`config.mk`:
```
export PLATFORM = sky130hd
export DESIGN_NAME = rb_burst_sched_flat
export DESIGN_NICKNAME = d
export VERILOG_FILES = /design/src/rtl/rb_pkg.sv /design/src/rtl/rb_burst_sched_if.sv /design/src/rtl/rb_sched_arb.sv /design/src/rtl/rb_burst_sched.sv /design/src/flat_wrapper.sv
export SDC_FILE = /design/constraint.sdc
export NUM_CORES = 1
export LEC_CHECK = 0
export ABC_AREA = 1
export BUFFER_PORTS_ARGS = -buffer_cell sky130_fd_sc_hd__buf_2
export CAP_MARGIN = 40
export CORE_ASPECT_RATIO = 1.25
export CORE_MARGIN = 5
export CORE_UTILIZATION = 53
export CTS_CLUSTER_SIZE = 25
export DETAILED_ROUTE_END_ITERATION = 10
export HOLD_SLACK_MARGIN = 0.08
export PLACE_DENSITY = 0.86
export REMOVE_ABC_BUFFERS = 1
export SYNTH_ARGS = -nofsm -noshare
export SYNTH_HDL_FRONTEND = slang
export SYNTH_SLANG_ARGS = --single-unit
```
`constraint.sdc`:
```
create_clock -name ddr4_clk -period 2.4 [get_ports ddr4_clk]
set_input_delay 0.12 -clock ddr4_clk [delete_from_list [all_inputs] [get_ports ddr4_clk]]
set_output_delay 0.12 -clock ddr4_clk [all_outputs]
set_load 0.03 [all_outputs]
```
`src/rtl/rb_pkg.sv`:
```
// Shared types for the DDR4 ring-buffer burst scheduler.
package rb_pkg;

  typedef enum logic [2:0] {
    ST_INIT, ST_IDLE, ST_WR_CMD, ST_WR_WAIT, ST_RD_CMD, ST_RD_WAIT, ST_ERR
  } sched_state_t;

  typedef enum logic {GNT_WR = 1'b0, GNT_RD = 1'b1} grant_t;

  localparam logic [1:0]  AXI_RESP_OKAY   = 2'b00;
  localparam int unsigned DEF_BURST_BYTES = 4096;

endpackage

```
`src/rtl/rb_burst_sched_if.sv`:
```
// Command/completion handshake between the scheduler and the AXI burst engines.
interface rb_burst_sched_if #(parameter int ADDR_W = 31);

  logic              wr_cmd_valid;
  logic              wr_cmd_ready;
  logic [ADDR_W-1:0] wr_cmd_addr;
  logic              wr_done;
  logic              wr_err;
  logic              rd_cmd_valid;
  logic              rd_cmd_ready;
  logic [ADDR_W-1:0] rd_cmd_addr;
  logic              rd_done;
  logic              rd_err;

  modport master (
    output wr_cmd_valid, wr_cmd_addr, rd_cmd_valid, rd_cmd_addr,
    input  wr_cmd_ready, wr_done, wr_err, rd_cmd_ready, rd_done, rd_err
  );

  modport slave (
    input  wr_cmd_valid, wr_cmd_addr, rd_cmd_valid, rd_cmd_addr,
    output wr_cmd_ready, wr_done, wr_err, rd_cmd_ready, rd_done, rd_err
  );

endinterface

```
`src/rtl/rb_sched_arb.sv`:
```
// Two-requester round-robin arbiter; near-full occupancy forces the read side.
module rb_sched_arb
  import rb_pkg::*;
(
  input  logic   can_wr,
  input  logic   can_rd,
  input  logic   hi_wm_hit,
  input  grant_t last_grant,
  output logic   gnt_valid,
  output grant_t gnt
);

  always_comb begin
    gnt_valid = can_wr | can_rd;
    gnt       = GNT_WR;
    if (can_wr && can_rd)
      gnt = hi_wm_hit ? GNT_RD : ((last_grant == GNT_RD) ? GNT_WR : GNT_RD);
    else if (can_rd)
      gnt = GNT_RD;
  end

endmodule

```
`src/rtl/rb_burst_sched.sv`:
```
// Ring-buffer burst scheduler: one outstanding DDR4 burst at a time.
// Optional counters enabled by defining RB_SCHED_STATS_EN.
module rb_burst_sched
  import rb_pkg::*;
#(
  parameter int                ADDR_W          = 31,
  parameter logic [ADDR_W-1:0] BASE_ADDR       = '0,
  parameter int                BURST_BYTES     = DEF_BURST_BYTES,
  parameter int                LOG2_NUM_BURSTS = 19,
  parameter int                HI_WM           = 2**LOG2_NUM_BURSTS - 4
) (
  input  logic                     ddr4_clk,
  input  logic                     ddr4_rst,
  input  logic                     ddr4_ready,
  input  logic                     wr_avail,
  input  logic                     rd_space,
  rb_burst_sched_if.master         bus,
  output logic [LOG2_NUM_BURSTS:0] occupancy,
  output logic                     sys_ready,
  output logic                     sys_full,
  output logic                     sys_empty,
  output logic                     sys_error,
  output logic [31:0]              stat_wr_bursts,
  output logic [31:0]              stat_rd_bursts,
  output logic [LOG2_NUM_BURSTS:0] stat_peak_occ
);

  localparam int                         PW      = LOG2_NUM_BURSTS;
  localparam int                         OCC_W   = LOG2_NUM_BURSTS + 1;
  localparam int                         BB_SH   = $clog2(BURST_BYTES);
  localparam logic [OCC_W-1:0]           SLOTS   = OCC_W'(2**LOG2_NUM_BURSTS);
  localparam logic [OCC_W-1:0]           HI_WM_V = OCC_W'(HI_WM);
  localparam logic [OCC_W-1:0]           OCC_ONE = OCC_W'(1);
  localparam logic [PW-1:0]              PTR_ONE = PW'(1);

  sched_state_t     state;
  grant_t           last_grant;
  grant_t           gnt;
  logic             gnt_valid;
  logic [PW-1:0]    wr_ptr, rd_ptr;
  logic [OCC_W-1:0] occ_nxt;
  logic             can_wr, can_rd, hi_wm_hit;
  logic             wr_ok, wr_bad, rd_ok, rd_bad;

  function automatic logic [ADDR_W-1:0] slot_addr(input logic [PW-1:0] p);
    return BASE_ADDR + (ADDR_W'(p) << BB_SH);
  endfunction

  assign can_wr    = wr_avail & ~sys_full;
  assign can_rd    = rd_space & ~sys_empty;
  assign hi_wm_hit = occupancy >= HI_WM_V;

  // Done pulses only count in the matching wait state.
  assign wr_ok  = (state == ST_WR_WAIT) && bus.wr_done && !bus.wr_err;
  assign wr_bad = (state == ST_WR_WAIT) && bus.wr_done &&  bus.wr_err;
  assign rd_ok  = (state == ST_RD_WAIT) && bus.rd_done && !bus.rd_err;
  assign rd_bad = (state == ST_RD_WAIT) && bus.rd_done &&  bus.rd_err;

  always_comb begin
    occ_nxt = occupancy;
    if (wr_ok)      occ_nxt = occupancy + OCC_ONE;
    else if (rd_ok) occ_nxt = occupancy - OCC_ONE;
  end

  rb_sched_arb u_arb (
    .can_wr     (can_wr),
    .can_rd     (can_rd),
    .hi_wm_hit  (hi_wm_hit),
    .last_grant (last_grant),
    .gnt_valid  (gnt_valid),
    .gnt        (gnt)
  );

  always_ff @(posedge ddr4_clk) begin
    if (ddr4_rst) begin
      state            <= ST_INIT;
      last_grant       <= GNT_RD;
      wr_ptr           <= '0;
      rd_ptr           <= '0;
      occupancy        <= '0;
      sys_ready        <= 1'b0;
      sys_full         <= 1'b0;
      sys_empty        <= 1'b1;
      sys_error        <= 1'b0;
      bus.wr_cmd_valid <= 1'b0;
      bus.wr_cmd_addr  <= '0;
      bus.rd_cmd_valid <= 1'b0;
      bus.rd_cmd_addr  <= '0;
    end else begin
      occupancy <= occ_nxt;
      sys_full  <= (occ_nxt == SLOTS);
      sys_empty <= (occ_nxt == '0);
      if (wr_ok) wr_ptr <= wr_ptr + PTR_ONE;
      if (rd_ok) rd_ptr <= rd_ptr + PTR_ONE;

      case (state)
        ST_INIT: if (ddr4_ready) begin
          state     <= ST_IDLE;
          sys_ready <= 1'b1;
        end
        ST_IDLE: begin
          if (!ddr4_ready) begin
            state     <= ST_INIT;
            sys_ready <= 1'b0;
          end else if (gnt_valid) begin
            last_grant <= gnt;
            if (gnt == GNT_WR) begin
              state            <= ST_WR_CMD;
              bus.wr_cmd_valid <= 1'b1;
              bus.wr_cmd_addr  <= slot_addr(wr_ptr);
            end else begin
              state            <= ST_RD_CMD;
              bus.rd_cmd_valid <= 1'b1;
              bus.rd_cmd_addr  <= slot_addr(rd_ptr);
            end
          end
        end
        // A command once offered stays up even if calibration drops.
        ST_WR_CMD: if (bus.wr_cmd_ready) begin
          state            <= ST_WR_WAIT;
          bus.wr_cmd_valid <= 1'b0;
        end
        ST_RD_CMD: if (bus.rd_cmd_ready) begin
          state            <= ST_RD_WAIT;
          bus.rd_cmd_valid <= 1'b0;
        end
        ST_WR_WAIT: begin
          if (wr_bad) begin
            state     <= ST_ERR;
            sys_ready <= 1'b0;
            sys_error <= 1'b1;
          end else if (wr_ok) begin
            state     <= ddr4_ready ? ST_IDLE : ST_INIT;
            sys_ready <= ddr4_ready;
          end
        end
        ST_RD_WAIT: begin
          if (rd_bad) begin
            state     <= ST_ERR;
            sys_ready <= 1'b0;
            sys_error <= 1'b1;
          end else if (rd_ok) begin
            state     <= ddr4_ready ? ST_IDLE : ST_INIT;
            sys_ready <= ddr4_ready;
          end
        end
        ST_ERR: ;
        default: begin
          state     <= ST_INIT;
          sys_ready <= 1'b0;
        end
      endcase
    end
  end

`ifdef RB_SCHED_STATS_EN
  always_ff @(posedge ddr4_clk) begin
    if (ddr4_rst) begin
      stat_wr_bursts <= '0;
      stat_rd_bursts <= '0;
      stat_peak_occ  <= '0;
    end else begin
      if (wr_ok && stat_wr_bursts != '1) stat_wr_bursts <= stat_wr_bursts + 32'd1;
      if (rd_ok && stat_rd_bursts != '1) stat_rd_bursts <= stat_rd_bursts + 32'd1;
      if (occ_nxt > stat_peak_occ)       stat_peak_occ  <= occ_nxt;
    end
  end
`else
  assign stat_wr_bursts = '0;
  assign stat_rd_bursts = '0;
  assign stat_peak_occ  = '0;
`endif

endmodule

```
`src/flat_wrapper.sv`:
```
// flat-port wrapper written by rule: the top's interface ports become plain ports
module rb_burst_sched_flat import rb_pkg::*;
#(
  parameter int                ADDR_W          = 31,
  parameter logic [ADDR_W-1:0] BASE_ADDR       = '0,
  parameter int                BURST_BYTES     = DEF_BURST_BYTES,
  parameter int                LOG2_NUM_BURSTS = 19,
  parameter int                HI_WM           = 2**LOG2_NUM_BURSTS - 4
)
  (ddr4_clk, ddr4_rst, ddr4_ready, wr_avail, rd_space, occupancy, sys_ready, sys_full, sys_empty, sys_error, stat_wr_bursts, stat_rd_bursts, stat_peak_occ, bus_wr_cmd_valid, bus_wr_cmd_addr, bus_rd_cmd_valid, bus_rd_cmd_addr, bus_wr_cmd_ready, bus_wr_done, bus_wr_err, bus_rd_cmd_ready, bus_rd_done, bus_rd_err);
  rb_burst_sched_if #(.ADDR_W(ADDR_W)) bus_i ();
  input  logic ddr4_clk;
  input  logic ddr4_rst;
  input  logic ddr4_ready;
  input  logic wr_avail;
  input  logic rd_space;
  output logic [LOG2_NUM_BURSTS:0] occupancy;
  output logic sys_ready;
  output logic sys_full;
  output logic sys_empty;
  output logic sys_error;
  output logic [31:0] stat_wr_bursts;
  output logic [31:0] stat_rd_bursts;
  output logic [LOG2_NUM_BURSTS:0] stat_peak_occ;
  output wire logic [$bits(bus_i.wr_cmd_valid)-1:0] bus_wr_cmd_valid;
  output wire logic [$bits(bus_i.wr_cmd_addr)-1:0] bus_wr_cmd_addr;
  output wire logic [$bits(bus_i.rd_cmd_valid)-1:0] bus_rd_cmd_valid;
  output wire logic [$bits(bus_i.rd_cmd_addr)-1:0] bus_rd_cmd_addr;
  input wire logic [$bits(bus_i.wr_cmd_ready)-1:0] bus_wr_cmd_ready;
  input wire logic [$bits(bus_i.wr_done)-1:0] bus_wr_done;
  input wire logic [$bits(bus_i.wr_err)-1:0] bus_wr_err;
  input wire logic [$bits(bus_i.rd_cmd_ready)-1:0] bus_rd_cmd_ready;
  input wire logic [$bits(bus_i.rd_done)-1:0] bus_rd_done;
  input wire logic [$bits(bus_i.rd_err)-1:0] bus_rd_err;
  assign bus_wr_cmd_valid = bus_i.wr_cmd_valid;
  assign bus_wr_cmd_addr = bus_i.wr_cmd_addr;
  assign bus_rd_cmd_valid = bus_i.rd_cmd_valid;
  assign bus_rd_cmd_addr = bus_i.rd_cmd_addr;
  assign bus_i.wr_cmd_ready = bus_wr_cmd_ready;
  assign bus_i.wr_done = bus_wr_done;
  assign bus_i.wr_err = bus_wr_err;
  assign bus_i.rd_cmd_ready = bus_rd_cmd_ready;
  assign bus_i.rd_done = bus_rd_done;
  assign bus_i.rd_err = bus_rd_err;
  rb_burst_sched #(.ADDR_W(ADDR_W), .BASE_ADDR(BASE_ADDR), .BURST_BYTES(BURST_BYTES), .LOG2_NUM_BURSTS(LOG2_NUM_BURSTS), .HI_WM(HI_WM)) u_core (.ddr4_clk(ddr4_clk), .ddr4_rst(ddr4_rst), .ddr4_ready(ddr4_ready), .wr_avail(wr_avail), .rd_space(rd_space), .bus(bus_i), .occupancy(occupancy), .sys_ready(sys_ready), .sys_full(sys_full), .sys_empty(sys_empty), .sys_error(sys_error), .stat_wr_bursts(stat_wr_bursts), .stat_rd_bursts(stat_rd_bursts), .stat_peak_occ(stat_peak_occ));
endmodule
```
# Word-level counts from Yosys, hierarchy flattened
# Cells that the tools add are included.
# op_classes
add_sub_neg	4
n_mul	0
div	0
order_cmp	1
eq_ne	20
n_shift	0
n_mux	38
bitwise	8
reduce_logical	23
# ops
op	count
two-way mux 20 bit	2
adder 19 x 1 -> 19 bit, second input constant	2
two-way mux 3 bit	10
two-way mux 1 bit	21
one-hot mux 3 bit (7 select lines)	1
adder 20 x 1 -> 20 bit, second input constant	1
equality test 20 bit, second input constant	1
>= comparator 20 x 19 -> 1 bit, second input constant	1
zero test 20 bit	1
subtractor 20 x 1 -> 20 bit, second input constant	1
AND reduction 5 bit	3
inequality test 2 bit, second input constant	6
equality test 3 bit, second input constant	3
inequality test 2 x 1 -> 1 bit, second input constant	4
AND reduction 4 bit	2
logical AND 1 bit	7
AND reduction 7 bit	1
equality test 3 x 2 -> 1 bit, second input constant	2
inequality test 3 x 1 -> 1 bit, second input constant	2
one-hot mux 1 bit (2 select lines)	3
AND reduction 3 bit	2
nonzero test 2 bit	3
inverter 1 bit	5
one-hot mux 1 bit (5 select lines)	1
7 further kinds	9
# totals
register_bits	106
latch_bits	0
mem_bits_rw	0
rom_bits	0
input_bits	11
mem_count	0

# Depth between registers and ports, before layout
# logic_depth
word_depth	8
ltp_mapped	16
depth_no_buf	16

# Hierarchy
# From an unflattened synthesis, not the netlist that was laid out.
# hier_totals
hier_cells	915
hier_area_um2	6238.5
# modules_own_cells
module	instances	cells_per_inst	area_per_inst_um2	seq_area_each_um2
rb_burst_sched	1	907	6206.0	2122.0
rb_sched_arb	1	8	32.5	0.0

# Worst setup path before layout
# Ideal clock, no wire load.
# synth_timing
path_kind	reg-to-reg
from	register u_core.occupancy[1]
to	register u_core.sys_full
setup_time_ps	64
t_arrival_ps	1865
required_time_ps	2336
setup_slack_ps	471
path_stages_with_launch	16
n_path_buf	0
path_cell_list	dfxtp_1 > ha_1 > nand3_1 > inv_1 > nand2_1 > inv_1 > nand2_2 > nand2_2 > nand2_1 > nand2_1 > nand2_1 > nor2_1 > nand3_1 > nor2_2 > nand2_1 > nor2_1
# synth_between
elab_chain_len	4
word_cells_on_any_way	5
classes_between	add/sub (2); eq/ne (1); mux (2)
# synth_rtl
element	line_no	source
from (decl)	rb_burst_sched.sv:18	output logic [LOG2_NUM_BURSTS:0] occupancy,
from (signal assigned)	rb_burst_sched.sv:90	occupancy <= occ_nxt;
subtractor 20 x 1 -> 20 bit	rb_burst_sched.sv:62	else if (rd_ok) occ_nxt = occupancy - OCC_ONE;
two-way mux 20 bit	rb_burst_sched.sv:62	
two-way mux 20 bit *	rb_burst_sched.sv:61	if (wr_ok) occ_nxt = occupancy + OCC_ONE;
equality test 20 bit *	rb_burst_sched.sv:91	sys_full <= (occ_nxt == SLOTS);
to (signal assigned)	rb_burst_sched.sv:91	
to (decl)	rb_burst_sched.sv:20	output logic sys_full,
# Every way passes the cells marked *; elsewhere a longest branch is shown, timed or not.
# A chain may end at the register's enable or synchronous reset.

# Final worst setup path
# layout_timing
from	register u_core.state[2]
to	register u_core.sys_full
# layout_between
elab_chain_len	6
word_cells_on_any_way	9
classes_between	eq/ne (3); mux (2); reduce/logical (4)
# layout_rtl
element	line_no	source
from (decl)	rb_burst_sched.sv:36	sched_state_t state;
from (signal assigned)	rb_burst_sched.sv:133	state <= ddr4_ready ? ST_IDLE : ST_INIT;
from (signal assigned)	rb_burst_sched.sv:143	state <= ddr4_ready ? ST_IDLE : ST_INIT;
equality test 3 bit	rb_burst_sched.sv:56	assign rd_ok = (state == ST_RD_WAIT) && bus.rd_done && !bus.rd_err;
logical AND 1 bit (2 in a row)	rb_burst_sched.sv:56	
two-way mux 20 bit	rb_burst_sched.sv:62	
two-way mux 20 bit *	rb_burst_sched.sv:61	
equality test 20 bit *	rb_burst_sched.sv:91	
# Marks and branches as above.

==> summary.md <==
| Metric | Value |
|---|---|
| Result of the run | finished clean |
| Initial core utilization | 0.540 |
| Final weighted congestion in routability-driven placement | between 0.9 and 1 |
| Combinational Power Share | 0.141 |
| Setup TNS after final layout | 0 ns |
| Internal portion of total power | 2630 µW |
| Wire length of the first global-routing pass | approximately 23,000 µm |
| Critical path, cell by cell | nand4_1 -> nor2_4 -> buf_4 -> nand2_1 -> nand2_1 -> nand3_1 -> nand2_1 -> nand2_1 -> nor2_1 -> nand2_1 -> nor2_2 -> nand2_1 -> nor2_1 |
| Share of total power consumed by net switching | 0.319 |
| DIE AREA | ~14,000 µm² |
| Max rail drop VDD | between 0.4 and 0.5 mV |
| Leading cell types in the layout, fill and taps excluded | sky130_fd_sc_hd__nand2_1, sky130_fd_sc_hd__conb_1, sky130_fd_sc_hd__dfxtp_1 |
| Maximum count of clock buffers along a single path | 2 |
| Power spent charging and discharging nets | approximately 1200 µW |
| Largest net degree at the start of global routing | 65 |
| Layout cells sized above 1 | 0.143 |
| Antenna viol nets, final | 0 |
| Fraction of post-synthesis cell area in the top cell type by area | 0.338 |
| Highest achievable clock rate | approximately 460 MHz |
| Crit-path max FO | 11 |
| Total leakage power | ~0.0031 µW |
| Initial antenna violation count | 0 |
| Number of synthesized register bits | 106 |
| Placeable core region | 11,600 µm² |
| Transition time of the tightest slew-check pin | approximately 0.68 ns |
| Cell mode on critical path | sky130_fd_sc_hd__nand2_1 |
| Critical path required time | about 2.7 ns |
| GRT Util Overall | 0.194 |
| Clock transition at the register clock pins on the worst setup and hold paths after CTS | 0.08 ns |
| Fillers | 1,084 |
| Count of synthesis-stage warnings from yosys | 0 |
| Routed vias/inst | ~4.9 |
| Most common cell after layout, fill and taps aside | sky130_fd_sc_hd__nand2_1 |
| Final wirelength | between 10,000 and 15,000 µm |
| Row count | between 40 and 50 |
| RSZ-0062 raised after global routing | false |
| Clock latency reported for the late side of the worst-skew pair | approximately 0.35 ns |
| Startpoint types | register |
| Worst path arrival time | about 2.5 ns |
| First drt pass iteration count | 5 |
| CTS root buf | sky130_fd_sc_hd__clkbuf_16 |
| Min-delay worst type | input pin to register |
| Inst Count DP | between 1,000 and 1,500 |
| Sequential fraction of the synthesis area | 0.338 |
| Starting DRT DRC Count | around 430 |
| Setup-failing EPs final | 0 |
| Main area contributors after synthesis | sky130_fd_sc_hd__dfxtp_1, sky130_fd_sc_hd__buf_4, sky130_fd_sc_hd__nand2_1 |
| Share of the clock period used by the worst path | 0.900 |
| Routed length per instance | 12.3 µm |
| Critical path's slowest cell | sky130_fd_sc_hd__dfxtp_1 |
| Die Width | 107 µm |
| Cell area after technology mapping | between 6000 and 7000 µm² |
| Vias in the first global route | approximately 4,900 |
| Startpoint-to-endpoint class of the critical path | register to register |
| Average cell area after synthesis | approximately 7 µm² |
| Number of nets in the final layout | 998 |
| Maxcap violations | 0 |
| Number of top-level pins | between 150 and 200 |
| Top FF cell, synth | sky130_fd_sc_hd__dfxtp_1 |
| Slew Limit Fails | 0 |
| Post-synthesis async set-or-reset flop share | 0 |
| Diode count | 0 |
| Headroom to the max-slew limit | 0.543 |
| Number of synthesized flops with an enable pin | 0 |
| Post-synthesis cell count | about 920 |
| Power share of the clock group | 0.386 |
| GRT overflow | 0 |
| Final HPWL DP | 10,400 µm |
| Final Hold Fails | 0 |
| Library cell occupying the most area in the post-synthesis netlist | sky130_fd_sc_hd__dfxtp_1 |
| Die Ht | ~130 µm |
| Shortest clock period the worst path allows after layout | roughly 2.2 ns |
| TritonCTS clock tree | done |
| Number of H-tree branching levels | 3 |
| Number of clock buffers inserted by TritonCTS | 9 |
| Setup skew after layout | 0.0120 ns |
| Count of input and output buffers | 74 |
| P&R area growth vs syn | 5.54% |
| Total number of vias | between 5,000 and 6,000 |
| Endpoint kind of the worst setup timing path | register |
| Max stage delay on crit path | roughly 0.56 ns |
| PD cells | about 580 nW/µm² |
| Share of power burned in registers | 0.473 |
| Netlist cell types | 43 |
| DRC | 0 |
| Sinks on the clock net | 106 |
| Number of standard cells in the layout, taps in and fillers out | between 1,000 and 1,500 |
==> path summary, 6_finish.rpt <==
kind | cells after the start | slack (ns) | endpoint | startpoint
worst max-delay path | 13 | 0.24 | u_core.sys_full | u_core.state[2]
worst min-delay path | 3 | 0.11 | u_core.sys_ready | ddr4_ready
worst max register to register | 13 | 0.24 | u_core.sys_full | u_core.state[2]
worst min register to register | 2 | 0.46 | u_core.bus.rd_cmd_addr[17] | u_core.bus.rd_cmd_addr[17]
==> layout make-up <==
class / count / area [µm²] / share of cell area
timing repair buffer: 84 / 448 / 0.0676
clock inverter: 7 / 80.1 / 0.0121
tap: 161 / 201 / 0.0304
inverter: 95 / 357 / 0.0538
sequential: 106 / 2120 / 0.321
clock buffer: 9 / 225 / 0.0340
multi-input combinational: 686 / 3190 / 0.481
==> power groups by stage <==
stage	Combinational (µW)	Sequential, µW	Clock [µW]
2_1_floorplan	379	1910	0
3_3_place_gp	530	1860	0
3_5_place_dp	533	1870	0
4_1_cts	536	1820	1520
5_1_grt	589	1830	1580
6_report	544	1830	1490
==> metal layers <==
| metal | vias up | global-route usage | part of all wire |
|---|---|---|---|
| met5 | - | 0 | 0 |
| met4 | 0 | 0.0695 | 0.019 |
| met3 | 19 | 0.0299 | 0.086 |
| met2 | 241 | 0.319 | 0.45 |
| met1 | 2457 | 0.257 | 0.44 |
| li1 | 2864 | - | - |
==> logic make-up after synthesis <==
| family | count (synthesis) | synth area share |
|---|---|---|
| simple gates | 430 | 0.309 |
| buf+inv | 234 | 0.218 |
| compound gates | 138 | 0.117 |
| flops | 106 | 0.338 |
| xor+xnor | 5 | 0.00817 |
| fa+ha+maj | 5 | 0.00997 |
| other cells | 1 | 0.000598 |
==> worst max-delay path, delay by kind of cell, from the launching register on <==
kind                   cells  cell delay (ns)
and+or+nand+nor           12             1.34
DFF                        1             0.56
buffers and inverters      1             0.20
==> Yosys cell counts (all sizes together), types with 2 or more instances <==
cell type	count
dfxtp	106
nor3	24
nand4	15
o21a	4
nor2	95
inv	94
clkbuf	17
xor2	5
a21oi	81
o21ai	50
nor4	2
or2	2
nand2	212
ha	5
buf	122
a31oi	2
nand3	77
==> flip-flops by register name (all words and copies together) (netlist names) <==
register	cells
u_core.sys_empty	1
u_core.sys_ready	1
u_core.bus.wr_cmd_addr	19
u_core.sys_full	1
u_core.state	3
u_core.bus.rd_cmd_addr	19
u_core.rd_ptr	19
u_core.sys_error	1
u_core.bus.rd_cmd_valid	1
u_core.wr_ptr	19
u_core.last_grant	1
u_core.bus.wr_cmd_valid	1
u_core.occupancy	20
==> stage by stage <==
stage / hold WS [ns] / setup WS [ns] / util / cell area (µm²) / power, µW
2_1_floorplan: 0.189 / 0.118 / - / 5670 / 2290
3_3_place_gp: 0.403 / 0.239 / 0.542 / 6290 / 2390
3_5_place_dp: 0.422 / 0.232 / 0.542 / 6290 / 2400
4_1_cts: 0.0860 / 0.221 / 0.569 / 6610 / 3880
5_1_grt: 0.112 / 0.0207 / 0.570 / 6620 / 4000
6_report: 0.105 / 0.239 / 0.570 / 6620 / 3860
==> what timing repair did <==
action	in CTS	in global routing
endpoints found under the hold margin	1	0
resized for setup	0	1
hold buffers	1	0
endpoints found under the setup margin	0	4
setup buffers	0	2
Note: power is estimated with default switching activity, not from simulation.
